$ cat src/rtl/fsm_ctrl_p.sv
// Multicycle fetch/execute/memory/writeback controller for the CR16-style datapath.
// Owns PC, IR and PSR; BRAM read latency is set by MEM_LAT.
module fsm_ctrl_p #(
    parameter int DATA_W  = 16,
    parameter int ADDR_W  = 9,
    parameter int MEM_LAT = 1
) (
    input  logic              clk,
    input  logic              rst,
    output logic              imem_en,
    output logic [ADDR_W-1:0] imem_addr,
    input  logic [DATA_W-1:0] imem_dout,
    output logic              dmem_en,
    output logic              dmem_we,
    output logic [ADDR_W-1:0] dmem_addr,
    output logic [DATA_W-1:0] dmem_din,
    input  logic [DATA_W-1:0] dmem_dout,
    output logic [3:0]        rf_ra_addr,
    input  logic [DATA_W-1:0] rf_ra_data,
    output logic [3:0]        rf_rb_addr,
    input  logic [DATA_W-1:0] rf_rb_data,
    output logic              rf_we,
    output logic [3:0]        rf_waddr,
    output logic [DATA_W-1:0] rf_wdata,
    output logic [4:0]        alu_op,
    input  logic [DATA_W-1:0] alu_out,
    input  logic [4:0]        alu_flags,
    output logic [ADDR_W-1:0] pc_out,
    output logic [DATA_W-1:0] ir_out,
    output logic [4:0]        psr_out,
    output logic [2:0]        state_out,
    output logic              halted
);

    typedef enum logic [2:0] {
        S_FETCH = 3'd0,
        S_FWAIT = 3'd1,
        S_EXEC  = 3'd2,
        S_MEM   = 3'd3,
        S_MWAIT = 3'd4,
        S_WB    = 3'd5,
        S_HALT  = 3'd7
    } state_t;

    state_t            r_state;
    logic [ADDR_W-1:0] r_pc;
    logic [DATA_W-1:0] r_ir;
    logic [4:0]        r_psr;
    logic [2:0]        r_cnt;

    logic [3:0]        w_op;
    logic [3:0]        w_rd;
    logic [3:0]        w_ext;
    logic [3:0]        w_rs;
    logic              w_is_alu;
    logic              w_is_ld;
    logic              w_is_st;
    logic              w_is_j;
    logic              w_is_b;
    logic              w_is_halt;
    logic              w_cond;
    logic              w_last;
    logic signed [7:0] w_disp8;
    logic [ADDR_W-1:0] w_disp;
    logic [ADDR_W-1:0] w_pc_inc;
    logic [ADDR_W-1:0] w_pc_br;
    logic [ADDR_W-1:0] w_rb_addr;
    logic              w_unused_rb;

    assign w_op      = r_ir[15:12];
    assign w_rd      = r_ir[11:8];
    assign w_ext     = r_ir[7:4];
    assign w_rs      = r_ir[3:0];
    assign w_is_alu  = (w_op == 4'h0);
    assign w_is_ld   = (w_op == 4'h4) && (w_ext == 4'h0);
    assign w_is_st   = (w_op == 4'h4) && (w_ext == 4'h4);
    assign w_is_j    = (w_op == 4'h4) && (w_ext == 4'hC);
    assign w_is_b    = (w_op == 4'hC);
    assign w_is_halt = (w_op == 4'hF);

    assign w_last    = (r_cnt == 3'(MEM_LAT - 1));
    assign w_disp8   = r_ir[7:0];
    assign w_disp    = ADDR_W'(w_disp8);
    assign w_pc_inc  = r_pc + 1'b1;
    assign w_pc_br   = r_pc + w_disp;
    assign w_rb_addr = rf_rb_data[ADDR_W-1:0];
    assign w_unused_rb = &{1'b0, rf_rb_data[DATA_W-1:ADDR_W]};

    // Condition field (rd) tested against PSR {N,F,Z,L,C}
    always_comb begin
        w_cond = 1'b0;
        case (w_rd)
            4'h0:    w_cond = r_psr[2];
            4'h1:    w_cond = !r_psr[2];
            4'h2:    w_cond = r_psr[0];
            4'h3:    w_cond = !r_psr[0];
            4'h4:    w_cond = r_psr[1];
            4'h5:    w_cond = !r_psr[1];
            4'h6:    w_cond = r_psr[4];
            4'h7:    w_cond = !r_psr[4];
            4'h8:    w_cond = r_psr[3];
            4'h9:    w_cond = !r_psr[3];
            4'hE:    w_cond = 1'b1;
            default: w_cond = 1'b0;
        endcase
    end

    always_ff @(posedge clk) begin
        if (rst) begin
            r_state <= S_FETCH;
            r_pc    <= '0;
            r_ir    <= '0;
            r_psr   <= '0;
            r_cnt   <= '0;
        end else begin
            case (r_state)
                S_FETCH: begin
                    r_cnt   <= '0;
                    r_state <= S_FWAIT;
                end
                S_FWAIT: begin
                    if (w_last) begin
                        r_ir    <= imem_dout;
                        r_state <= S_EXEC;
                    end else begin
                        r_cnt <= r_cnt + 3'd1;
                    end
                end
                S_EXEC: begin
                    unique case (1'b1)
                        w_is_alu: begin
                            r_psr   <= alu_flags;
                            r_pc    <= w_pc_inc;
                            r_state <= S_FETCH;
                        end
                        w_is_ld, w_is_st: r_state <= S_MEM;
                        w_is_j: begin
                            r_pc    <= w_cond ? w_rb_addr : w_pc_inc;
                            r_state <= S_FETCH;
                        end
                        w_is_b: begin
                            r_pc    <= w_cond ? w_pc_br : w_pc_inc;
                            r_state <= S_FETCH;
                        end
                        w_is_halt: r_state <= S_HALT;
                        default: begin
                            r_pc    <= w_pc_inc;
                            r_state <= S_FETCH;
                        end
                    endcase
                end
                S_MEM: begin
                    if (w_is_st) begin
                        r_pc    <= w_pc_inc;
                        r_state <= S_FETCH;
                    end else begin
                        r_cnt   <= '0;
                        r_state <= S_MWAIT;
                    end
                end
                S_MWAIT: begin
                    if (w_last) r_state <= S_WB;
                    else        r_cnt   <= r_cnt + 3'd1;
                end
                S_WB: begin
                    r_pc    <= w_pc_inc;
                    r_state <= S_FETCH;
                end
                S_HALT:  r_state <= S_HALT;
                default: r_state <= S_FETCH;
            endcase
        end
    end

    assign imem_en    = !rst && (r_state == S_FETCH);
    assign imem_addr  = r_pc;
    assign dmem_en    = !rst && (r_state == S_MEM);
    assign dmem_we    = dmem_en && w_is_st;
    assign dmem_addr  = w_rb_addr;
    assign dmem_din   = dmem_we ? rf_ra_data : '0;
    assign rf_ra_addr = w_rd;
    assign rf_rb_addr = w_rs;
    assign rf_waddr   = w_rd;
    assign rf_we      = !rst && (((r_state == S_EXEC) && w_is_alu) ||
                                 (r_state == S_WB));
    assign rf_wdata   = !rf_we ? '0 :
                        ((r_state == S_WB) ? dmem_dout : alu_out);
    assign alu_op     = {1'b0, w_ext};
    assign pc_out     = r_pc;
    assign ir_out     = r_ir;
    assign psr_out    = r_psr;
    assign state_out  = r_state;
    assign halted     = !rst && (r_state == S_HALT);

endmodule

$ cat config.mk
export PLATFORM = sky130hd
export DESIGN_NAME = fsm_ctrl_p
export DESIGN_NICKNAME = d
export VERILOG_FILES = /design/src/rtl/fsm_ctrl_p.sv
export SDC_FILE = /design/constraint.sdc
export NUM_CORES = 1
export LEC_CHECK = 0
export BUFFER_PORTS_ARGS = -buffer_cell sky130_fd_sc_hd__buf_2
export CORE_UTILIZATION = 44
export DETAILED_ROUTE_END_ITERATION = 16
export PLACE_DENSITY = 0.92
export SYNTH_ARGS = -nofsm -noshare
export SYNTH_HDL_FRONTEND = slang
export SYNTH_SLANG_ARGS = --single-unit
$ cat constraint.sdc
create_clock -name clk -period 2.6 [get_ports clk]
set_input_delay 0.13 -clock clk [delete_from_list [all_inputs] [get_ports clk]]
set_output_delay 0.13 -clock clk [all_outputs]
set_load 0.005 [all_outputs]
# Yosys cells after proc, flatten, opt, wreduce, memory -nomap -nowiden
# Cells that the tools add are included.
# word_totals
reg_bits,36
elab_cells,83
output_inout_bits,105
inputBits,87
# classes
n_eq_ne,27
muxes,17
addsub,3
reduce_logical,31
# op_table
op,count
$pmux W9 S3,2
$mux W16,3
$mux W9,3
$eq A4 B3 Y1 const B,6
$eq A4 B4 Y1 const B,6
$pmux W3 S6,1
$mux W3,5
$logic_not A4 Y1,3
$ne A2 B2 Y1 const B,6
$pmux W1 S11,1
$add A9 B1 Y9 const B,1
$add A9 B9 Y9,1
$eq A3 B3 Y1 const B,3
$logic_and A1 B1 Y1,9
$pmux W3 S3,1
$eq A4 B2 Y1 const B,2
$eq A3 B2 Y1 const B,2
$logic_not A1 Y1,6
$logic_not A3 Y1,2
$pmux W3 S2,1
$reduce_and A2 Y1,3
$reduce_and A3 Y1,2
$reduce_bool A3 Y1,2
$eq A4 B1 Y1 const B,1
other kinds (5),6

# Logic depth before layout (Yosys ltp)
# logic_depth
depth_word,5
ltp_mapped,8
mapped_depth_nobuf,8

# Worst setup path after synthesis
# Ideal clock, no wire load.
# synth_timing
kind,register -> output
from,"register r_state[1], in the netlist state_out[1]"
to,output rf_wdata[10]
t_required_ns,2.470
path_buffers,2
arrival_ns,1.969
path_stages_with_launch,7
path_slack_ns,0.501
cell_sequence,dfxtp_1 -> buf_2 -> or3b_2 -> nor3b_2 -> o21bai_2 -> buf_2 -> a21oi_1
# synth_between
elab_chain_len,5
word_cells_on_any_way,7
classes_between,eq/ne: 2; mux: 2; reduce/logical: 3
# synth_lines
item,line,rtl
"start, declared",45,state_t r_state;
"start signal, assigned",110,r_state <= S_FETCH;
"start signal, assigned",119,r_state <= S_FWAIT;
"start signal, assigned",124,r_state <= S_EXEC;
$eq A3 B2 Y1,184,assign rf_we = !rst && (((r_state == S_EXEC) && w_is_alu) ||
$logic_and A1 B1 Y1,184,
$logic_or A1 B1 Y1,184,
$logic_and A1 B1 Y1,184,
$mux W16 *,186,assign rf_wdata = !rf_we ? '0 :
"end, declared",24,"output logic [DATA_W-1:0] rf_wdata,"
# Every way passes the cells marked *; elsewhere a longest branch is shown, timed or not.

# Final worst setup path
# layout_timing
from,"register r_state[2], in the netlist state_out[2]"
to,output dmem_din[10]
# layout_between
elab_chain_len,4
# layout_lines
item,line,rtl
$eq A3 B2 Y1,177,assign dmem_en = !rst && (r_state == S_MEM);
$logic_and A1 B1 Y1,177,
$logic_and A1 B1 Y1,178,assign dmem_we = dmem_en && w_is_st;
$mux W16,180,assign dmem_din = dmem_we ? rf_ra_data : '0;
"end, declared",16,"output logic [DATA_W-1:0] dmem_din,"
# No other way between the ends.

==> out/qor.csv <==
metric,value,unit
grt_usage,0.248,
place_congestion,0.905,
wirelength,9430,um
endpoint_kind,output port,
synth_edf_count,0,
path_class,reg2out,
path_delay_family,simple AND/OR/NAND/NOR gates,
viasPerCell,5.42,
area_growth,30.0,%
clockBufferDepth,2,
dr.first_iter.drc_count,160,
drtAntennaViolNets,0,
drtPass1Iterations,4,
setup_viol,0,
remaining_drc_errors,0,
synth_nets,518,
cts-resized-gates,0,
num_vias,3616,
maxSlewViolCount,0,
cts_tree,built,
max_cap_violations,0,
dp_hpwl,7350,um
hold_viol,0,
cpPeakStageDelay,0.65,ns
cts_hold_buf,0,
rsz0062_at_grt,false,
yosys_warnings,0,
cp_cell_sequence,buf_4 > nand2b_1 > nor2_1 > and3_1 > buf_2,
register_area,721,um2
cp.required,2.47,ns
synth_seq_cells,36,
syn_area_per_cell,7.37,um2
h-tree-depth,2,
synth_cells,419,
outcome,completed,
antenna_found_initial,0,
netlist_area,0.00309,mm2
peakVddDrop,360,uV
overflow,0,
postPlaceCellArea,0.00390,mm2
multi_input_area,0.00201,mm2
synth.distinct_cells,60,
detail_route.wl_per_cell,14.1,um
async_reset_ff_frac,0,
die_h,85.8,um
grt_max_degree,26,
crit_arrival,2.18,ns
clk_latency,0.29,ns
numPortBuffers,183,
core_area,0.00679,mm2
slowest_stage,nor2_1,
start_util,0.455,
fin_crit_sh,0.888,
critPathMaxFanout,17,
slew_headroom,0.468,
drive_above_1_share,0.398,
fmax,433,MHz
worst_pin_slew,0.796,ns
clk_pin_slew,0.08,ns
first_global_vias,3131,
grt_pass1_wl,14600,um
final.min_clock_period,2.31,ns
pin_count,192,
post-cts-setup-buffers,0,
antenna_cells,0,
cp.buffers_inverters,2,
n_fill_cell,618,
power_leakage,0.00204,uW
fin_setup_tns,0,ns
powerDensity,416,mW/mm2
dieArea,0.00736,mm2
cts-root-buf,clkbuf_8,
stdcell_area,0.00402,mm2
hold_class,in2reg,
synth_seq_area_share,0.233,
finalClockSkew,0.00470,ns
core.rowCount,30,
worstSetupStartpointType,flip-flop,
fin_nets,669,
synth_ff_type,dfxtp_1,
cts_sinks,36,
numCtsBuffers,5,
fp.dieW,85.8,um
## sequential cells by signal, summed over array words and instances, names as in the netlist
| register | flops |
|---|---|
| ir_out | 16 |
| imem_addr | 9 |
| state_out | 3 |
| r_cnt | 3 |
| psr_out | 5 |
## synthesized netlist by cell type (4+ instances only)
master | n | area share
a31oi_1 | 5 | 0.010
and3_1 | 20 | 0.041
a2bb2oi_2 | 4 | 0.019
o22ai_1 | 4 | 0.0081
a21oi_1 | 44 | 0.071
mux2i_1 | 7 | 0.023
clkbuf_1 | 14 | 0.017
ha_1 | 11 | 0.045
o21ai_0 | 7 | 0.011
dfxtp_1 | 36 | 0.23
nand2b_1 | 10 | 0.020
xnor2_1 | 4 | 0.011
nand3b_1 | 6 | 0.015
inv_1 | 4 | 0.0049
nand2_1 | 85 | 0.10
nor3_1 | 5 | 0.0081
or3_1 | 4 | 0.0081
buf_2 | 4 | 0.0065
nor2_1 | 28 | 0.034
xor2_1 | 4 | 0.011
nand3_1 | 11 | 0.018
buf_4 | 36 | 0.087
## layout by cell type (no fill, tap or decap), types with 5 or more instances in the layout
master and instances:
dfxtp_1 36, and3_1 20, a21oi_1 44, buf_2 183, ha_1 11, o21ai_0 7
nand2_1 85, nor2_1 28, nand3_1 11, mux2i_1 7, clkbuf_8 5, nand3b_1 6
nand2b_1 10, buf_4 16, a31oi_1 5
## cells by family after synthesis
| group | after synthesis | synth area share |
|---|---|---|
| AOI/OAI and AO/OA | 97 | 0.210 |
| xor gates and xnor gates | 8 | 0.0227 |
| adders and majority gates | 13 | 0.0543 |
| buffers and inverters | 59 | 0.117 |
| DFF | 36 | 0.233 |
| muxes | 8 | 0.0300 |
| other | 1 | 0.00121 |
| and+or+nand+nor | 197 | 0.331 |
## stage by stage
step	setup WS, ns	cells	utilization	total power (uW)	hold WS (ns)
finish	0.291	667	0.591	1670	0.0695
global route	0.167	667	0.591	1770	0.0607
CTS	0.281	667	0.591	1680	0.0640
detailed placement	0.331	659	0.575	1180	0.373
global placement	0.437	659	0.575	1160	0.364
floorplan	0.501	419	-	997	0.266
## power by group
group | switching, uW | leakage, uW | total [uW] | internal, uW
sequential | 72.1 | 0.000294 | 666 | 594
clock | 216 | 0.0000541 | 500 | 284
combinational | 261 | 0.00169 | 504 | 243
total | 549 | 0.00204 | 1670 | 1120
## worst min-delay path: cells and delay by family
family / cells / cell delay, ns
buffers and inverters: 1 / 0.07
AND/OR/NAND/NOR: 1 / 0.07
multiplexers: 1 / 0.05
## path summary, 6_finish.rpt
check | start | to | slack, ns | cells past startpoint
worst max register to register | ir_out[10]$_SDFFE_PP0P_ | imem_addr[2]$_SDFFE_PP0P_ | 0.31 | 6
worst min register to register | ir_out[0]$_SDFFE_PP0P_ | ir_out[0]$_SDFFE_PP0P_ | 0.50 | 2
worst max-delay path | state_out[2]$_SDFFE_PP0P_ | dmem_din[10] | 0.29 | 5
worst min-delay path | alu_flags[3] | psr_out[3]$_SDFFE_PP0P_ | 0.07 | 3
## cell type report
type                    count  share of cell area
clock buffers               5              0.0171
clock inverters             3              0.0106
multi-input cells         324               0.501
repair buffers            199               0.258
flip-flops and latches     36               0.179
well taps                  96              0.0299
inverters                   4             0.00374
## routing by layer
metal | GRT usage | share of wire | vias up
li1 | - | - | 1753
met1 | 0.293 | 0.41 | 1657
met2 | 0.437 | 0.49 | 182
met3 | 0.0510 | 0.070 | 24
met4 | 0.102 | 0.025 | 0
met5 | 0 | 0 | -
Note: power is estimated with default switching activity, not from simulation.
